## src/rtl/core_pkg.sv

```systemverilog
// core_pkg: shared stage codes, RV32I opcode constants and small helpers
// used by the multicycle sequencer and its next-PC unit.
package core_pkg;

  // Stage code driven on the sequencer's state output.
  typedef logic [2:0] stage_t;

  localparam stage_t STATE_FETCH  = 3'd0;
  localparam stage_t STATE_DECODE = 3'd1;
  localparam stage_t STATE_EXEC   = 3'd2;
  localparam stage_t STATE_MEM    = 3'd3;
  localparam stage_t STATE_WRITE  = 3'd4;
  localparam stage_t STATE_HALT   = 3'd7;

  // RV32I major opcodes (instr[6:0]).
  localparam logic [6:0] OP_LUI      = 7'b0110111;
  localparam logic [6:0] OP_AUIPC    = 7'b0010111;
  localparam logic [6:0] OP_JAL      = 7'b1101111;
  localparam logic [6:0] OP_JALR     = 7'b1100111;
  localparam logic [6:0] OP_BRANCH   = 7'b1100011;
  localparam logic [6:0] OP_LOAD     = 7'b0000011;
  localparam logic [6:0] OP_STORE    = 7'b0100011;
  localparam logic [6:0] OP_OP_IMM   = 7'b0010011;
  localparam logic [6:0] OP_OP       = 7'b0110011;
  localparam logic [6:0] OP_MISC_MEM = 7'b0001111;
  localparam logic [6:0] OP_SYSTEM   = 7'b1110011;

  // Decoded control-transfer flags, bundled for the next-PC unit.
  typedef struct packed {
    logic branch_c;
    logic branch_uc;
    logic branch_relative;
  } branch_flags_t;

  // ecall/ebreak share the SYSTEM opcode; both stop the core cleanly.
  function automatic logic is_system(input logic [6:0] opcode);
    return opcode == OP_SYSTEM;
  endfunction

endpackage

```

## src/rtl/next_pc_unit.sv

```systemverilog
// next_pc_unit: combinational next-PC selection for the WRITE stage.
// Picks between jump targets, taken-branch target and pc+4, and flags a
// target that is not word aligned. All arithmetic wraps modulo 2^32.
module next_pc_unit
  import core_pkg::*;
(
  input  logic [31:0]   pc,
  input  logic [31:0]   imm,
  input  logic [31:0]   alu_result,
  input  branch_flags_t flags,
  output logic [31:0]   next_pc,
  output logic          misaligned
);

  logic [31:0] seq_target;
  logic [31:0] rel_target;
  logic [31:0] reg_target;

  assign seq_target = pc + 32'd4;
  assign rel_target = pc + imm;
  // jalr clears bit 0 of the computed target before use.
  assign reg_target = alu_result & ~32'h1;

  // Unconditional jumps take priority, then a taken conditional branch.
  always_comb begin
    next_pc = seq_target;
    if (flags.branch_uc) begin
      next_pc = flags.branch_relative ? rel_target : reg_target;
    end else if (flags.branch_c && alu_result[0]) begin
      next_pc = rel_target;
    end
  end

  assign misaligned = next_pc[1:0] != 2'b00;

endmodule

```

## src/rtl/core_sequencer.sv

```systemverilog
// core_sequencer: multicycle FETCH/DECODE/EXEC/MEM/WRITE control FSM for
// the single-issue RV32I core. Owns the PC, the instruction and data memory
// handshakes, the register write strobe and the halt/fault condition.
// Optional performance counters are built when CORE_SEQ_PERF_EN is defined;
// otherwise cycle_count and instret are tied to zero.
module core_sequencer
  import core_pkg::*;
#(
  parameter logic [31:0] RESET_PC       = 32'h0000_0000,
  parameter int          TIMEOUT_CYCLES = 255
) (
  input  logic        clk,
  input  logic        rst,
  output logic [2:0]  state,
  output logic [31:0] pc,
  output logic [31:0] link_addr,
  output logic        imem_req,
  input  logic        imem_ack,
  input  logic [31:0] imem_rdata,
  output logic [31:0] instr_raw,
  output logic        dmem_req,
  output logic        dmem_we,
  input  logic        dmem_ack,
  input  logic        mem_read,
  input  logic        mem_write,
  input  logic        reg_write,
  input  logic        branch_c,
  input  logic        branch_uc,
  input  logic        branch_relative,
  input  logic [31:0] imm,
  input  logic [31:0] alu_result,
  output logic        reg_we,
  output logic        halted,
  output logic        fault,
  output logic [31:0] cycle_count,
  output logic [31:0] instret
);

  // The wait counter only needs to reach TIMEOUT_CYCLES-1 before the
  // threshold cycle, so size it to hold TIMEOUT_CYCLES.
  localparam int WAIT_W = (TIMEOUT_CYCLES > 1) ? $clog2(TIMEOUT_CYCLES + 1) : 1;
  localparam logic [WAIT_W-1:0] WAIT_LAST = WAIT_W'(TIMEOUT_CYCLES - 1);

  logic [WAIT_W-1:0] wait_cnt;
  logic              timeout_hit;
  logic [31:0]       next_pc;
  logic              misaligned;
  branch_flags_t     flags;

  assign flags.branch_c        = branch_c;
  assign flags.branch_uc       = branch_uc;
  assign flags.branch_relative = branch_relative;

  next_pc_unit u_next_pc (
    .pc         (pc),
    .imm        (imm),
    .alu_result (alu_result),
    .flags      (flags),
    .next_pc    (next_pc),
    .misaligned (misaligned)
  );

  // A timeout value of zero means wait forever on memory.
  assign timeout_hit = (TIMEOUT_CYCLES != 0) && (wait_cnt == WAIT_LAST);

  assign link_addr = pc + 32'd4;

  // The write strobe exists only in WRITE, even if the write is followed by
  // a misalignment halt.
  assign reg_we = (state == STATE_WRITE) && reg_write;

  // Main sequencing: stage transitions, handshakes, PC update, halt/fault.
  always_ff @(posedge clk) begin
    if (rst) begin
      state     <= STATE_FETCH;
      pc        <= RESET_PC;
      instr_raw <= 32'h0;
      imem_req  <= 1'b0;
      dmem_req  <= 1'b0;
      dmem_we   <= 1'b0;
      halted    <= 1'b0;
      fault     <= 1'b0;
      wait_cnt  <= '0;
    end else begin
      case (state)
        STATE_FETCH: begin
          if (imem_req && imem_ack) begin
            instr_raw <= imem_rdata;
            imem_req  <= 1'b0;
            wait_cnt  <= '0;
            state     <= STATE_DECODE;
          end else if (timeout_hit) begin
            imem_req <= 1'b0;
            wait_cnt <= '0;
            halted   <= 1'b1;
            fault    <= 1'b1;
            state    <= STATE_HALT;
          end else begin
            imem_req <= 1'b1;
            wait_cnt <= wait_cnt + WAIT_W'(1);
          end
        end

        STATE_DECODE: begin
          state <= STATE_EXEC;
        end

        STATE_EXEC: begin
          if (is_system(instr_raw[6:0])) begin
            halted <= 1'b1;
            state  <= STATE_HALT;
          end else if (mem_read || mem_write) begin
            dmem_req <= 1'b1;
            dmem_we  <= mem_write;
            wait_cnt <= '0;
            state    <= STATE_MEM;
          end else begin
            state <= STATE_WRITE;
          end
        end

        STATE_MEM: begin
          if (dmem_req && dmem_ack) begin
            dmem_req <= 1'b0;
            dmem_we  <= 1'b0;
            wait_cnt <= '0;
            state    <= STATE_WRITE;
          end else if (timeout_hit) begin
            dmem_req <= 1'b0;
            dmem_we  <= 1'b0;
            wait_cnt <= '0;
            halted   <= 1'b1;
            fault    <= 1'b1;
            state    <= STATE_HALT;
          end else begin
            wait_cnt <= wait_cnt + WAIT_W'(1);
          end
        end

        STATE_WRITE: begin
          wait_cnt <= '0;
          if (misaligned) begin
            halted <= 1'b1;
            fault  <= 1'b1;
            state  <= STATE_HALT;
          end else begin
            pc       <= next_pc;
            imem_req <= 1'b1;
            state    <= STATE_FETCH;
          end
        end

        STATE_HALT: begin
          imem_req <= 1'b0;
          dmem_req <= 1'b0;
          dmem_we  <= 1'b0;
        end

        default: begin
          // Unused stage codes can only come from corruption; stop hard.
          imem_req <= 1'b0;
          dmem_req <= 1'b0;
          dmem_we  <= 1'b0;
          halted   <= 1'b1;
          fault    <= 1'b1;
          state    <= STATE_HALT;
        end
      endcase
    end
  end

`ifdef CORE_SEQ_PERF_EN
  logic [31:0] cycle_q;
  logic [31:0] instret_q;

  // Free-running activity counters, frozen once the core halts.
  always_ff @(posedge clk) begin
    if (rst) begin
      cycle_q   <= 32'h0;
      instret_q <= 32'h0;
    end else begin
      if (!halted) begin
        cycle_q <= cycle_q + 32'd1;
      end
      if ((state == STATE_WRITE) && !misaligned) begin
        instret_q <= instret_q + 32'd1;
      end
    end
  end

  assign cycle_count = cycle_q;
  assign instret     = instret_q;
`else
  assign cycle_count = 32'h0;
  assign instret     = 32'h0;
`endif

endmodule

```

## config.mk

```make
export PLATFORM = sky130hd
export DESIGN_NAME = core_sequencer
export DESIGN_NICKNAME = d
export VERILOG_FILES = /design/src/rtl/core_pkg.sv /design/src/rtl/next_pc_unit.sv /design/src/rtl/core_sequencer.sv
export SDC_FILE = /design/constraint.sdc
export NUM_CORES = 1
export LEC_CHECK = 0
export ABC_AREA = 1
export ABC_CLOCK_PERIOD_IN_PS = 2950
export BUFFER_PORTS_ARGS = -buffer_cell sky130_fd_sc_hd__clkbuf_2
export CORE_MARGIN = 2
export CORE_UTILIZATION = 53
export CTS_CLUSTER_DIAMETER = 150
export DETAILED_ROUTE_END_ITERATION = 16
export GPL_ROUTABILITY_DRIVEN = 0
export PLACE_DENSITY = 0.79
export SYNTH_ARGS = -nofsm -noshare
export SYNTH_HDL_FRONTEND = slang
export SYNTH_HIERARCHICAL = 1
export SYNTH_SLANG_ARGS = --single-unit
```

## constraint.sdc

```tcl
create_clock -name clk -period 2.95 [get_ports clk]
set_input_delay 0.59 -clock clk [delete_from_list [all_inputs] [get_ports clk]]
set_output_delay 0.59 -clock clk [all_outputs]
set_load 0.05 [all_outputs]
```

==> flow_metrics.tcl <==
set metrics [dict create \
    status "finished clean" \
    ys_ff_latch 80 \
    leakagePower_nw 5.24 \
    synth_area_leaders "nand2_1, dfxtp_1, inv_1" \
    clock_latency_ps 340 \
    busiest_layer "met2" \
    die-area_um2 17300 \
    finalCritPeriodShare_pct 96.9 \
    drive_above_1_share_pct 18.0 \
    grt_use_met1_pct 45.1 \
    syn-cell-area_um2 8620 \
    crit_buf_inv 2 \
    diodes 0 \
    ys.flop_type "dfxtp_1" \
    vdd_drop_max_mv 0.400 \
    cp_top_family "simple AND/OR/NAND/NOR gates" \
    hold_class "reg -> reg" \
    met3_usage_pct 5.48 \
    synth_area_leader_cell "nand2_1" \
    critPathLaunchType "register" \
    cts.sinks 80 \
    powerDensity_nw_per_um2 454 \
    placeableCoreArea_um2 15900 \
    rsz0062_at_grt "false" \
    synth_top_area_share_pct 21.0 \
    hold_buffers 0 \
    power_frac_comb_pct 47.1 \
    clk_path_buf_depth 2 \
    slew_violations 0 \
    critical_path.max_fanout 5 \
    hold_violations 0 \
    total_power_mw 4.61 \
    seqPwrFrac_pct 29.2 \
    start_util_pct 54.3 \
    cts_max_level 3 \
    end_kind "output pin" \
    yosysWarnings 6 \
    syn_avg_cell_area_um2 5.68 \
    slowest_stage "dfxtp_1" \
    crit_chain "inv_1 > nor3_1 > nand2_1 > nor3_2 > xor2_1 > clkbuf_2" \
    rows 46 \
    synth_edf_count 0 \
    num_vias 10500 \
    power.switching_mw 2.24 \
    die_w_um 132 \
    drv_cap 0 \
    max_slew_margin_pct 42.0 \
    fp.dieH_um 132 \
    p_int_mw 2.37 \
    synth_cell_types 44 \
    io_buffers 210 \
    period_needed_ps 2860 \
    critical-path-max-stage-delay_ps 550 \
    grtUsageMet2_pct 51.8 \
    finClkSkew_ps 8.82 \
    worst_pin_slew_ps 869 \
    grt_pass1_vias 9217 \
    p_clk_share_pct 23.7 \
    finalWirelength_um 29600 \
    syn2layout_area_growth_pct 17.7 \
    final_cell_count_no_fill 1952 \
    drcViolationCount 0 \
    fin_util_pct 63.8 \
    crit_type "reg -> out" \
    ioPinCount 275 \
    grt_max_degree 50 \
    first_pass_iters 6 \
    syn_inst 1516 \
    setup_viol 0 \
    grt-ovfl-total 0 \
    place_ws_ps 204 \
    switching_share_pct 48.6 \
    grt_antenna_before_repair 0 \
    nNetsFinal 1873 \
    cp_data_required_time_ps 2360 \
    cp.arrival_ps 2270 \
    async_flop_share_pct 0 \
    numCtsBuffers 9 \
    fmax_mhz 350 \
    ys_seq_area_share_pct 18.6 \
    detail-route-antenna-nets 0 \
    grtUsageTotal_pct 32.5 \
    via_per_inst 5.39 \
    place_hpwl_um 23900 \
    wl_per_cell_um 15.2 \
    cts_tree "yes" \
    path_clk_slew_ps 70 \
    drtIter0Drc 1150 \
    placed_cells 1936 \
    setup_ws_ps 90.6 \
    root_buffer "clkbuf_16" \
    grt_pass1_wl_um 46000 \
]
[per-stage QoR]
step	cell area, um^2	hold WS [ps]	setup TNS, ps
global route	10100	473	0
floorplan	8910	466	-143
CTS	10100	465	0
detailed placement	9840	442	0
global placement	9840	441	0
finish	10100	465	0
[power by group through the flow]
stage                     combinational (mW)  sequential, mW  clock [mW]
after global routing                    2.33            1.36        1.15
after floorplan                         1.27            1.75           0
after CTS                               2.14            1.34        1.10
after global placement                  2.08            1.36           0
final                                   2.17            1.35        1.09
after detailed placement                2.11            1.36           0
[worst reg2reg max path: cells and delay by family, from the launching register on]
kind,cells,cell delay [ps]
buf+inv,2,280
fa+ha+maj,1,290
flops,1,530
xor+xnor,1,390
simple gates,4,430
compound gates,5,590
[cells by family (layout without fill, tap and decap cells)]
logic type	after synthesis	after routing	synth area share, %
AO/OA/AOI/OAI	192	192	11.7
XOR/XNOR	50	50	5.08
adder cells (fa/ha/maj)	36	36	5.31
buffers and inverters	293	450	16.1
flip-flops	80	80	18.6
other	1	64	0.0435
AND/OR/NAND/NOR	864	864	43.1
[flip-flops by register name, summed over array words and instances (netlist names)]
name / count
imem_req: 1
dmem_we: 1
dmem_req: 1
pc: 32
state: 3
halted: 1
fault: 1
wait_cnt: 8
instr_raw: 32
[synth_stat cells, types with 3 or more instances]
| cell | n |
|---|---|
| buf_6 | 3 |
| ha_1 | 35 |
| xor2_1 | 45 |
| buf_1 | 4 |
| nand3b_1 | 10 |
| nor3_2 | 9 |
| nand3_1 | 115 |
| buf_4 | 68 |
| o21bai_1 | 5 |
| xnor2_1 | 5 |
| nor3_1 | 33 |
| o22ai_1 | 7 |
| clkbuf_1 | 19 |
| nand3_2 | 4 |
| clkinv_1 | 3 |
| nor2_2 | 4 |
| dfxtp_1 | 80 |
| o21ai_0 | 71 |
| buf_2 | 10 |
| inv_1 | 177 |
| nor2_1 | 161 |
| nand2_2 | 5 |
| a21oi_1 | 98 |
| nor2_4 | 5 |
| nand2_1 | 482 |
| inv_2 | 9 |
| o21ai_1 | 4 |
| or2_0 | 5 |
| nand4_1 | 21 |
[routing by layer]
layer / part of all wire (%) / routed length, um
met4: 2.3 / 668
met1: 42 / 12400
met2: 45 / 13200
met3: 11 / 3320
met5: 0 / 0
[layout make-up]
type | instances | area [um^2]
clock buffer | 10 | 239
clock inverter | 6 | 51.3
fill | 1598 | 5740
inverter | 189 | 709
multi-input combinational | 1206 | 5930
sequential | 80 | 1600
tap | 216 | 270
timing repair buffer | 245 | 1340
[placed cells by master, fill, tap and decap left out, types with 3 or more instances in the layout]
cell type / n
a21oi_1: 98
buf_4: 34
clkbuf_16: 9
clkbuf_2: 209
clkinv_1: 3
clkinvlp_4: 3
conb_1: 64
dfxtp_1: 79
ha_1: 35
inv_1: 177
inv_2: 9
nand2_1: 482
nand2_2: 5
nand3_1: 115
nand3_2: 4
nand3b_1: 10
nand4_1: 21
nor2_1: 160
nor2_2: 5
nor2_4: 5
nor3_1: 31
nor3_2: 11
o21ai_0: 71
o21ai_1: 4
o21bai_1: 5
o22ai_1: 7
or2_0: 5
xnor2_1: 5
xor2_1: 38
xor2_2: 7
[path summary, 6_finish.rpt]
path	startpoint	slack, ps	cells past startpoint	end
setup reg to reg	pc[10]	370	13	pc[15]
hold reg to reg	instr_raw[11]	460	2	instr_raw[11]
hold / removal	instr_raw[11]	460	2	instr_raw[11]
setup / recovery	pc[13]	90	6	link_addr[15]
[what timing repair did]
item,4_1_cts,5_1_grt
endpoints found under the setup margin,2,6
setup buffers,0,0
gates resized for setup,1,3
Note: power is estimated with default switching activity, not from simulation.
